===== src/rtl/fp_add_operand_queue.sv =====
// fp_add_operand_queue: first-word-fall-through FIFO of {a,b} operand pairs feeding an FP adder
`ifndef FP32
`define FP16 2
`define FP32 0
`define FP64 1
`endif
`ifndef GET_FP_LEN
`define GET_FP_LEN(f) (((f) == `FP64) ? 64 : ((f) == `FP16) ? 16 : 32)
`endif
module fp_add_operand_queue #(
  parameter int data_format = `FP32,
  parameter int DEPTH = 4,
  localparam int fp_len = `GET_FP_LEN(data_format),
  localparam int aw = $clog2(DEPTH)
) (
  input  logic              clock,
  input  logic              reset,
  input  logic              in_valid,
  output logic              in_ready,
  input  logic [fp_len-1:0] in_a,
  input  logic [fp_len-1:0] in_b,
  input  logic              flush,
  output logic              out_valid,
  input  logic              out_ready,
  output logic [fp_len-1:0] out_a,
  output logic [fp_len-1:0] out_b,
  output logic [aw:0]       count
);
  localparam int cw = aw + 1;
  logic [fp_len-1:0] mem_a [DEPTH];
  logic [fp_len-1:0] mem_b [DEPTH];
  logic [aw-1:0] wr_ptr, rd_ptr;
  logic push, pop;
  assign in_ready  = count < cw'(DEPTH);
  assign out_valid = count != '0;
  assign push      = in_valid & in_ready;
  assign pop       = out_valid & out_ready;
  assign out_a     = out_valid ? mem_a[rd_ptr] : '0;
  assign out_b     = out_valid ? mem_b[rd_ptr] : '0;
  // pointer and occupancy update; flush discards everything including this cycle's push/pop
  always_ff @(posedge clock or negedge reset) begin
    if (!reset) begin
      wr_ptr <= '0;
      rd_ptr <= '0;
      count  <= '0;
    end else if (flush) begin
      wr_ptr <= '0;
      rd_ptr <= '0;
      count  <= '0;
    end else begin
      if (push) wr_ptr <= wr_ptr + aw'(1);
      if (pop) rd_ptr <= rd_ptr + aw'(1);
      count <= count + cw'(push) - cw'(pop);
    end
  end
  // storage is left unreset; its contents are masked whenever the queue is empty
  always_ff @(posedge clock) begin
    if (push && !flush) begin
      mem_a[wr_ptr] <= in_a;
      mem_b[wr_ptr] <= in_b;
    end
  end
endmodule


===== config.mk =====
export PLATFORM = sky130hd
export DESIGN_NAME = fp_add_operand_queue
export DESIGN_NICKNAME = d
export VERILOG_FILES = /design/src/rtl/fp_add_operand_queue.sv
export SDC_FILE = /design/constraint.sdc
export NUM_CORES = 1
export LEC_CHECK = 0
export CELL_PAD_IN_SITES_DETAIL_PLACEMENT = 1
export CELL_PAD_IN_SITES_GLOBAL_PLACEMENT = 2
export CORE_UTILIZATION = 45
export CTS_CLUSTER_SIZE = 12
export DETAILED_ROUTE_END_ITERATION = 12
export MAX_ROUTING_LAYER = met4
export PLACE_DENSITY = 0.89
export SKIP_LAST_GASP = 1
export SLEW_MARGIN = 15
export SYNTH_ARGS = -nofsm -noshare
export SYNTH_HDL_FRONTEND = slang
export SYNTH_SLANG_ARGS = --single-unit

===== constraint.sdc =====
create_clock -name clock -period 6.5 [get_ports clock]
set_input_delay 1.3 -clock clock [delete_from_list [all_inputs] [get_ports clock]]
set_output_delay 1.3 -clock clock [all_outputs]
set_load 0.02 [all_outputs]

### After elaboration in Yosys (flattened, before gate mapping)

Memory sizes are Yosys's and may differ from the RTL's.
Cells that the tools add are included.

| word-level totals | value |
|---|---|
| RAM bits | 256 |
| bits in registers | 7 |
| input port bits | 69 |
| memories kept | 2 |

Memories:

| name | words | bits a word | read ports | clocked after memory_dff | wr ports | RTL line | text |
|---|---|---|---|---|---|---|---|
| mem_a | 4 | 32 | 1 | 0 | 1 | 30 | `logic [fp_len-1:0] mem_a [DEPTH];` |
| mem_b | 4 | 32 | 1 | 0 | 1 | 31 | `logic [fp_len-1:0] mem_b [DEPTH];` |

| operators by class | value |
|---|---|
| multiplexer cells | 9 |
| bitwise operators | 2 |
| order comparisons | 1 |
| reduce and logical (&&, ||, !) cells | 5 |
| $add $sub $neg | 4 |

Operator list:

| operator | count |
|---|---|
| two-way mux 32 bit | 2 |
| two-way mux 2 bit | 4 |
| adder 2 x 1 -> 2 bit, second input constant | 2 |
| nonzero test 2 bit | 2 |
| adder 3 x 1 -> 3 bit | 1 |
| < comparator 3 bit, second input constant | 1 |
| two-way mux 3 bit | 1 |
| nonzero test 3 bit | 1 |
| subtractor 3 x 1 -> 3 bit | 1 |
| AND 1 bit | 2 |
| two-way mux 1 bit | 2 |
| logical AND 1 bit | 1 |
| zero test 1 bit | 1 |

### Logic depth before layout (Yosys ltp)

Gate-level depths: netlist of run 1.

| depth | value |
|---|---|
| depth in word-level cells | 5 |
| depth in mapped cells | 9 |
| gate-level depth less buffers | 9 |

### Least setup slack after synthesis of run 1

OpenSTA, ideal clock, no wires.

| timing | value |
|---|---|
| path type | in2reg |
| start point | input port in_valid |
| end point | memory mem_a[0][0] in the netlist's numbering, enable pin |
| path slack | 2792 ps |
| arrival time | 3279 ps |
| data required time | 6071 ps |
| stages on the path | 4 |
| cells stage by stage | nor2b_1 > inv_1 > nor2_1 > and2_1 |

| between the ends | value |
|---|---|
| cells in the longest elaborated chain, start to end | 4 |

Ends and longest elaborated chain:

| what | RTL line | text |
|---|---|---|
| from (decl) | 18 | `input logic in_valid,` |
| AND 1 bit | 36 | `assign push = in_valid & in_ready;` |
| logical AND 1 bit | 58 | `if (push && !flush) begin` |
| two-way mux 1 bit | 58 |  |
| two-way mux 1 bit (implied by the code) | 59 | `mem_a[wr_ptr] <= in_a;` |
| to (decl) | 30 |  |

Every way passes these cells.

### Worst setup path in the final report of run 1

| timing | value |
|---|---|
| start point | register rd_ptr[0] |
| end point | output port out_b[3] |

| between the ends | value |
|---|---|
| cells in the longest elaborated chain, start to end | 2 |

Ends and longest elaborated chain:

| what | RTL line | text |
|---|---|---|
| from (decl) | 32 | `logic [aw-1:0] wr_ptr, rd_ptr;` |
| from (signal assigned) | 52 | `if (pop) rd_ptr <= rd_ptr + aw'(1);` |
| memory read (4 x 32 bit) | n/a |  |
| two-way mux 32 bit | 39 | `assign out_b = out_valid ? mem_b[rd_ptr] : '0;` |
| to (decl) | 26 | `output logic [fp_len-1:0] out_b,` |

Every way passes these cells.

==> results of run 1 <==
-- final cells by class --
| type | instances | share of cell area [%] |
|---|---|---|
| clock inverters | 14 | 0.7560 |
| repair buffers | 139 | 11.12 |
| clock buffers | 34 | 5.919 |
| diodes | 1 | 0.01989 |
| flip-flops and latches | 263 | 62.57 |
| multi-input cells | 158 | 16.62 |
| inverters | 7 | 0.2089 |
| well taps | 280 | 2.785 |
-- synthesized netlist by cell type --
master / count / area [µm²]
edfxtp_1: 256 / 7687
and2_1: 68 / 425.4
mux4_2: 64 / 1441
clkbuf_1: 9 / 33.78
buf_2: 8 / 40.04
dfrtp_1: 7 / 175.2
inv_1: 7 / 26.28
ha_1: 6 / 75.07
nor2_1: 6 / 22.52
buf_6: 5 / 56.30
xor2_1: 3 / 26.28
nand2_1: 2 / 7.510
nor2b_1: 2 / 12.51
xnor2_1: 2 / 17.52
a21oi_1: 1 / 5.000
fa_1: 1 / 20.02
o311ai_0: 1 / 8.760
o31ai_1: 1 / 7.510
or3_1: 1 / 6.260
-- layout by cell type (no fill, tap or decap), types with 2 or more instances in the layout --
master | synthesis | final
clkdlybuf4s50_1 | 0 | 137
edfxtp_1 | 256 | 256
clkinv_2 | 0 | 4
nor2_1 | 6 | 6
inv_1 | 7 | 7
nor2b_1 | 2 | 2
and2_1 | 68 | 64
clkbuf_16 | 0 | 29
dfrtp_1 | 7 | 5
mux4_2 | 64 | 64
xor2_1 | 3 | 3
dfrtp_4 | 0 | 2
nand2_1 | 2 | 2
xnor2_1 | 2 | 2
and2_4 | 0 | 4
clkinv_1 | 0 | 7
clkbuf_1 | 9 | 5
ha_1 | 6 | 6
-- metrics by stage --
stage / power (µW) / cell area (µm²) / setup slack [ns] / hold slack, ns
after floorplan: 3029 / 10090 / 2.792 / 0.5425
after global placement: 3685 / 11710 / 2.316 / 0.5500
after detailed placement: 3733 / 11710 / 2.229 / 0.6027
after CTS: 5182 / 12550 / 1.671 / 0.6108
after global routing: 5344 / 12580 / 1.723 / 0.6711
final: 5125 / 12580 / 1.927 / 0.6085
-- power groups by stage --
stage | Clock (µW) | Sequential [µW] | Combinational (µW)
final | 1450 | 2080 | 1600
after CTS | 1480 | 2120 | 1580
after global placement | 0 | 2140 | 1540
after floorplan | 0 | 2040 | 991
after global routing | 1530 | 2090 | 1720
after detailed placement | 0 | 2160 | 1580
-- worst paths after layout --
check / start / to / slack, ns / cells past startpoint
max in group asynchronous: reset / rd_ptr[1] / 5.15 / 1
min in group asynchronous: reset / count[0] / 1.06 / 1
worst min register to register: wr_ptr[1] / wr_ptr[1] / 0.61 / 2
worst min-delay path: wr_ptr[1] / wr_ptr[1] / 0.61 / 2
worst max-delay path: rd_ptr[0] / out_b[3] / 1.93 / 5
worst max register to register: count[2] / mem_a[3][21] / 4.08 / 4
-- flip-flops by register name, indices dropped and copies added (netlist names) --
register / cells
mem_b: 128
count: 3
mem_a: 128
rd_ptr: 2
wr_ptr: 2
-- per-layer routing --
layer  part of all wire (%)  vias up
met5                      0        -
met4                    1.1        0
met3                    4.6       20
met2                     53      137
met1                     42     2494
li1                       -     2107
-- cell families after synthesis --
| group | Yosys count |
|---|---|
| buffers and inverters | 29 |
| xor gates and xnor gates | 5 |
| and+or+nand+nor | 79 |
| AOI/OAI and AO/OA | 3 |
| adders and majority gates | 7 |
| DFF | 263 |
| muxes | 64 |
-- worst reg2reg max path, cell delays in order, from the launching register on --
cell and delay (ns):
dfrtp_1 0.46, nor2b_1 0.28, inv_1 0.14, nor2_1 0.23, and2_4 0.89
==> flow_metrics.py, run 1 <==
metrics = {
    "sta": {
        "fin_crit_sh_pct": 70.35,
        "fmax_mhz": 218.7,
        "finalSetupTns_ns": 0,
        "final-setup-viol-count": 0,
        "period_needed_ns": 4.573,
        "relSlewSlack_pct": 30.84,
        "hold_viol": 0,
        "fin_skew_ns": 0.009826,
        "rsz0062_at_grt": "false",
        "max_slew.worst_pin.slew_ns": 1.037,
        "final_max_slew_viol_count": 0,
    },
    "critical_path": {
        "worstPathCellList": "buf_12, buf_4, mux4_2, and2_1, clkdlybuf4s50_1",
        "crit_family": "buffers and inverters",
        "worst_path_max_delay_cell": "dfrtp_4",
        "critPathMaxFanout": 29,
        "arrival_ns": 3.27,
        "cp-start-kind": "flip-flop",
        "cp-end-kind": "output pin",
        "cp.required_ns": 5.20,
        "critPathMaxStageDelay_ns": 0.82,
        "cp.buffers_inverters": 3,
        "path_class": "reg2out",
    },
    "global_route": {
        "grt_overflow_total": 0,
        "use_met3_pct": 2.635,
        "grt.busiest_layer": "met2",
        "grt_pass1_vias": 5399,
        "use_met1_pct": 23.35,
        "use_met2_pct": 31.39,
        "grt.total_usage_pct": 18.30,
        "grt_max_degree": 66,
        "grt_pass1_wl_um": 30190,
        "antenna_found_initial": 1,
    },
    "floorplan": {
        "die_x_um": 151.8,
        "die_y_um": 151.8,
        "io_pins": 138,
        "die_area_mm2": 0.02304,
        "core_mm2": 0.02189,
        "start_util_pct": 46.11,
        "num_rows": 54,
    },
    "logic_synthesis": {
        "synthDistinctLibCells": 19,
        "yosysSeqAreaShare_pct": 77.89,
        "yosys.area_share.xor_xnor_pct": 0.4338,
        "yosysWarnings": 0,
        "synth_seq_cells": 263,
        "avgSynthCellArea_um2": 22.43,
        "synth_compound_area_share_pct": 0.2107,
        "synth_top_family_by_area": "multiplexers",
        "synth-simple-area-share_pct": 4.698,
        "synthesis.instances": 450,
        "synthMuxAreaShare_pct": 14.28,
        "syn_nets": 526,
        "synth_fa_ha_area_share_pct": 0.9420,
        "netlist_area_mm2": 0.01009,
    },
    "final_layout": {
        "nets": 674,
        "final_util_pct": 57.46,
        "multi_input_area_mm2": 0.002091,
        "regArea_mm2": 0.007870,
        "drive_above_1_share_pct": 17.72,
        "layout.cells.non_filler": 896,
        "area_growth_pct": 24.60,
        "num-fill-cells": 1902,
    },
    "placement": {
        "routabilityCongestion": 0.7807,
        "hpwl_um": 11530,
        "placed_cells": 846,
        "port_buffers": 137,
    },
    "cts": {
        "cts_tree": "done",
        "clkSinkCount": 263,
        "ctsResizeCount": 0,
        "cts-htree-levels": 1,
        "clk_latency_ns": 0.51,
        "cts_root_buffer": "clkbuf_16",
        "cts_buffers": 29,
        "clk_pin_slew_ns": 0.06,
        "cts_hold_buffers": 0,
        "clock_path_buffers": 3,
        "cts_setup_buffers": 0,
    },
    "drt": {
        "firstDrtPassIters": 7,
        "wire_per_inst_um": 22.23,
        "drt_iter0_markers": 241,
        "wirelength_um": 19920,
        "post-route-drc-count": 0,
        "num_vias": 4758,
        "ant_nets": 0,
        "vias_per_cell": 5.310,
    },
    "power_and_ir_drop": {
        "powerDensity_mw_per_mm2": 407.5,
        "clockPowerShare_pct": 28.2,
        "pwr-share-seq_pct": 40.5,
        "ir_worst_vdd_mv": 0.3117,
        "power_leakage_uw": 0.004003,
        "swShare_pct": 28.89,
        "power.switching_uw": 1480,
        "p_comb_share_pct": 31.3,
        "intPower_uw": 3645,
    },
    "min_path": {
        "min-delay-path-class": "reg2reg",
    },
    "status": {
        "status": "complete, no violations",
    },
    "run": {
        "maxCapViolations": 0,
    },
}
No activity file was read; power rests on OpenSTA's default activity.
==> run 2: changes to the inputs <==
--- a/config.mk
+++ b/config.mk
@@ -7,11 +7,11 @@
 export LEC_CHECK = 0
 export CELL_PAD_IN_SITES_DETAIL_PLACEMENT = 1
 export CELL_PAD_IN_SITES_GLOBAL_PLACEMENT = 2
-export CORE_UTILIZATION = 45
+export CORE_UTILIZATION = 42
 export CTS_CLUSTER_SIZE = 12
 export DETAILED_ROUTE_END_ITERATION = 12
 export MAX_ROUTING_LAYER = met4
-export PLACE_DENSITY = 0.89
+export PLACE_DENSITY = 0.84
 export SKIP_LAST_GASP = 1
 export SLEW_MARGIN = 15
 export SYNTH_ARGS = -nofsm -noshare
==> constraint.sdc (replaced) <==
create_clock -name clock -period 4.7 [get_ports clock]
set_input_delay 0.94 -clock clock [delete_from_list [all_inputs] [get_ports clock]]
set_output_delay 0.94 -clock clock [all_outputs]
set_load 0.02 [all_outputs]
==> flow_metrics.py, run 2 (synthesized netlist as in run 1, its figures left out) <==
metrics = {
    "critical_path": {
        "reg2reg_slack_ns": 2.21,
        "r2r_start": "count[2]",
        "cp.required_ns": 3.76,
        "cp-end-kind": "output pin",
        "path_class": "reg2out",
        "critPathMaxFanout": 24,
        "worst_r2r_path_depth": 4,
        "r2r-end": "mem_a[1][1]",
        "arrival_ns": 2.96,
        "startpoint": "rd_ptr[0]",
        "cp-start-kind": "flip-flop",
    },
    "sta": {
        "finalSetupTns_ns": 0,
        "final-setup-viol-count": 0,
        "fin_skew_ns": 0.008257,
        "fin_crit_sh_pct": 82.88,
        "fmax_mhz": 256.7,
        "final_max_slew_viol_count": 0,
        "rsz0062_at_grt": "false",
        "whs_ns": 0.5913,
        "max_slew.worst_pin.slew_ns": 1.038,
        "relSlewSlack_pct": 30.77,
        "hold_viol": 0,
        "period_needed_ns": 3.895,
    },
    "global_route": {
        "grt_max_degree": 66,
        "grt_pass1_vias": 5472,
        "grt_pass1_wl_um": 31010,
        "grt.total_usage_pct": 17.24,
        "antenna_found_initial": 1,
        "grt_overflow_total": 0,
    },
    "floorplan": {
        "die_x_um": 157.0,
        "io_pins": 138,
        "start_util_pct": 42.88,
        "core_mm2": 0.02354,
        "die_y_um": 157.0,
        "die_area_mm2": 0.02466,
        "num_rows": 56,
    },
    "placement": {
        "port_buffers": 137,
        "hpwl_um": 11130,
        "placed_cells": 886,
        "routabilityCongestion": 0.6983,
    },
    "cts": {
        "ctsResizeCount": 0,
        "clock_path_buffers": 3,
        "cts_hold_buffers": 0,
        "clk_pin_slew_ns": 0.06,
        "cts_buffers": 28,
        "clk_latency_ns": 0.52,
        "cts_tree": "done",
        "cts_root_buffer": "clkbuf_16",
        "clkSinkCount": 263,
        "cts_setup_buffers": 0,
        "cts-htree-levels": 1,
    },
    "final_layout": {
        "reg_top3": "mem_a x128, mem_b x128, count x3",
        "drive_above_1_share_pct": 17.29,
        "num-fill-cells": 2111,
        "area_growth_pct": 25.41,
        "layout.cells.non_filler": 934,
        "multi_input_area_mm2": 0.002091,
        "regArea_mm2": 0.007870,
        "final_util_pct": 53.77,
        "final_cell_mix": "256 x edfxtp_1, 137 x clkdlybuf4s50_1, 64 x mux4_2, 64 x and2_1, 29 x clkbuf_16",
        "nets": 673,
        "layout.cells.most_common": "edfxtp_1",
    },
    "min_path": {
        "min-delay-path-class": "reg2reg",
        "hold_start": "wr_ptr[1]",
        "min_path_cells": 2,
        "whs_endpoint": "wr_ptr[1]",
    },
    "run": {
        "maxCapViolations": 0,
    },
    "status": {
        "status": "complete, no violations",
    },
    "drt": {
        "post-route-drc-count": 0,
        "wirelength_um": 19900,
        "vias_per_cell": 5.137,
        "firstDrtPassIters": 4,
        "drt_iter0_markers": 218,
        "wire_per_inst_um": 21.31,
        "num_vias": 4798,
        "ant_nets": 0,
    },
    "power_and_ir_drop": {
        "powerDensity_mw_per_mm2": 568.8,
        "ir_worst_vdd_mv": 0.5912,
        "power_leakage_uw": 0.004015,
    },
}
==> run 2: changes by cell type in the layout (fill, tap and decap cells not counted) <==
cell and change:
clkinv_2 -3, bufinv_16 +2, clkinv_1 +2, clkbuf_1 -1
clkinvlp_4 -1, diode_2 +1, inv_8 -1
==> run 2: worst max-delay path by stage <==
stage,to,depth (start not counted)
final,out_a[23],4
after global routing,out_b[17],4
after CTS,out_a[23],4
after detailed placement,mem_a[0][27],5
after global placement,out_b[19],4
after floorplan,mem_a[0][0],4
==> run 2: per-stage QoR <==
stage	setup WS (ns)	instance area, µm²	power, µW
after floorplan	1.352	10090	4189
after global placement	1.316	11780	5137
after detailed placement	1.247	11780	5191
after CTS	0.6879	12650	7306
final	0.8045	12660	7201
after global routing	0.6022	12660	7509
==> run 2: layout make-up <==
cell class                 count  share of cell area (%)
sequential                   263                   62.17
multi-input combinational    158                   16.52
timing repair buffer         139                   11.05
clock buffer                  33                   5.851
tap                          319                   3.153
clock inverter                13                   1.018
inverter                       7                  0.2076
antenna                        2                 0.03953
==> run 2: critical path, stage by stage (launching register included) <==
cell and delay, ns:
dfrtp_4 0.76, buf_4 0.40, mux4_2 0.54, and2_1 0.18, clkdlybuf4s50_1 0.54
==> run 2: report_power, final <==
group          switching [µW]  leakage, µW  total (µW)  internal, µW
clock network             835     0.000423        2100          1270
registers                 139      0.00241        2860          2720
logic                    1090      0.00118        2240          1150
total                    2060      0.00402        7200          5140
==> run 2: routing by layer <==
layer | global-route usage [%] | wire length, µm | vias to the layer above
met2 | 28.78 | 10090 | 130
met4 | 3.837 | 251 | 0
li1 | - | - | 2107
met5 | - | 0 | -
met1 | 22.43 | 8629 | 2534
met3 | 2.753 | 930 | 27
==> run 3: changes to the inputs <==
==> constraint.sdc (replaced) <==
create_clock -name clock -period 4 [get_ports clock]
set_input_delay 0.8 -clock clock [delete_from_list [all_inputs] [get_ports clock]]
set_output_delay 0.8 -clock clock [all_outputs]
set_load 0.02 [all_outputs]
==> flow_metrics.py, run 3 (synthesized netlist as in run 1, its figures left out) <==
metrics = {
    "drt": {
        "wire_per_inst_um": 21.14,
        "firstDrtPassIters": 4,
        "drt_iter0_markers": 193,
        "ant_nets": 0,
        "wirelength_um": 19850,
        "vias_per_cell": 5.053,
        "post-route-drc-count": 0,
        "num_vias": 4745,
    },
    "critical_path": {
        "r2r_start": "count[2]",
        "worst_r2r_path_depth": 5,
        "cp-start-kind": "flip-flop",
        "cp.required_ns": 3.20,
        "path_class": "reg2out",
        "critPathMaxFanout": 65,
        "reg2reg_slack_ns": 1.64,
        "arrival_ns": 2.86,
        "r2r-end": "mem_a[0][22]",
        "cp-end-kind": "output pin",
    },
    "cts": {
        "cts_setup_buffers": 0,
        "cts_buffers": 28,
        "clk_pin_slew_ns": 0.06,
        "cts_root_buffer": "clkbuf_16",
        "clock_path_buffers": 3,
        "clkSinkCount": 263,
        "ctsResizeCount": 0,
        "clk_latency_ns": 0.52,
        "cts_hold_buffers": 0,
        "cts_tree": "done",
        "cts-htree-levels": 1,
    },
    "final_layout": {
        "final_cell_mix": "256 x edfxtp_1, 137 x clkdlybuf4s50_1, 64 x mux4_2, 64 x and2_1, 29 x clkbuf_16",
        "layout.cells.most_common": "edfxtp_1",
        "reg_top3": "mem_a x128, mem_b x128, count x3",
        "regArea_mm2": 0.007870,
        "multi_input_area_mm2": 0.002087,
        "final_util_pct": 53.93,
        "drive_above_1_share_pct": 18.39,
        "final_cell_area_mm2": 0.01270,
        "area_growth_pct": 25.77,
        "antennaDiodeCount": 0,
        "num-fill-cells": 2120,
        "nets": 679,
    },
    "sta": {
        "finalSetupTns_ns": 0,
        "fmax_mhz": 273.4,
        "max_slew.worst_pin.slew_ns": 0.9990,
        "relSlewSlack_pct": 33.40,
        "period_needed_ns": 3.658,
        "hold_viol": 0,
        "rsz0062_at_grt": "false",
        "final_max_slew_viol_count": 0,
        "fin_skew_ns": 0.01558,
        "finalWorstSetupSlack_ns": 0.3418,
        "fin_crit_sh_pct": 91.45,
        "final-setup-viol-count": 0,
    },
    "placement": {
        "routabilityCongestion": 0.6895,
        "hpwl_um": 11920,
        "placed_area_mm2": 0.01189,
        "port_buffers": 137,
        "pre_cts_ws_ns": 0.8220,
    },
    "global_route": {
        "grt.total_usage_pct": 17.30,
        "grt_overflow_total": 0,
        "antenna_found_initial": 0,
        "grt_max_degree": 67,
        "grt_pass1_vias": 5466,
        "grt_pass1_wl_um": 30780,
    },
    "power_and_ir_drop": {
        "power_leakage_uw": 0.004037,
        "intPower_uw": 5872,
        "swShare_pct": 28.76,
        "powerDensity_mw_per_mm2": 649.3,
        "p_comb_share_pct": 32.5,
        "ir_worst_vdd_mv": 0.6933,
        "pwr-share-seq_pct": 39.7,
        "power.switching_uw": 2371,
        "clockPowerShare_pct": 27.7,
        "finalPower_uw": 8243,
    },
    "min_path": {
        "min-delay-path-class": "in2async",
    },
    "floorplan": {
        "die_y_um": 157.0,
        "core_mm2": 0.02354,
        "die_x_um": 157.0,
        "start_util_pct": 42.88,
        "num_rows": 56,
        "die_area_mm2": 0.02466,
        "io_pins": 138,
    },
    "status": {
        "status": "complete, no violations",
    },
    "run": {
        "maxCapViolations": 0,
    },
}
## run 3: metal layers
layer | GRT usage, % | part of all wire, %
met1 | 20.80 | 42
met2 | 30.67 | 52
met3 | 3.056 | 4.6
met4 | 3.560 | 1.4
met5 | - | 0
## run 3: power groups by stage
| stage | clock network [µW] | registers (µW) | logic [µW] |
|---|---|---|---|
| 6_report | 2290 | 3280 | 2680 |
| 4_1_cts | 2340 | 3280 | 2760 |
| 3_5_place_dp | 0 | 3340 | 2740 |
| 3_3_place_gp | 0 | 3320 | 2710 |
| 5_1_grt | 2440 | 3290 | 2900 |
| 2_1_floorplan | 0 | 3310 | 1610 |
## run 3: layout make-up
class                           count  share of cell area (%)
Timing Repair Buffer              145                   11.87
Multi-Input combinational cell    158                   16.44
Clock inverter                      7                  0.3154
Inverter                            7                  0.2070
Tap cell                          319                   3.144
Clock buffer                       40                   6.041
Sequential cell                   263                   61.99
## run 3: worst max-delay path by stage
stage | start | to | depth (start not counted)
after floorplan | in_valid | mem_a[0][0] | 4
after global placement | count[1] | out_b[22] | 3
after detailed placement | in_valid | mem_b[0][24] | 6
after CTS | count[1] | out_b[22] | 3
after global routing | count[1] | out_b[12] | 3
final | count[1] | out_b[22] | 3
## run 3: per-stage QoR
step	hold WS, ns	instances
after detailed placement	0.5855	892
after global routing	0.5608	939
after global placement	0.5533	892
final	0.5514	939
after CTS	0.5412	939
after floorplan	0.5044	450
## run 3: critical path: stages (launching register included)
cell and delay, ns:
dfrtp_1 0.46, or3_2 0.92, and2_1 0.34, clkdlybuf4s50_1 0.55
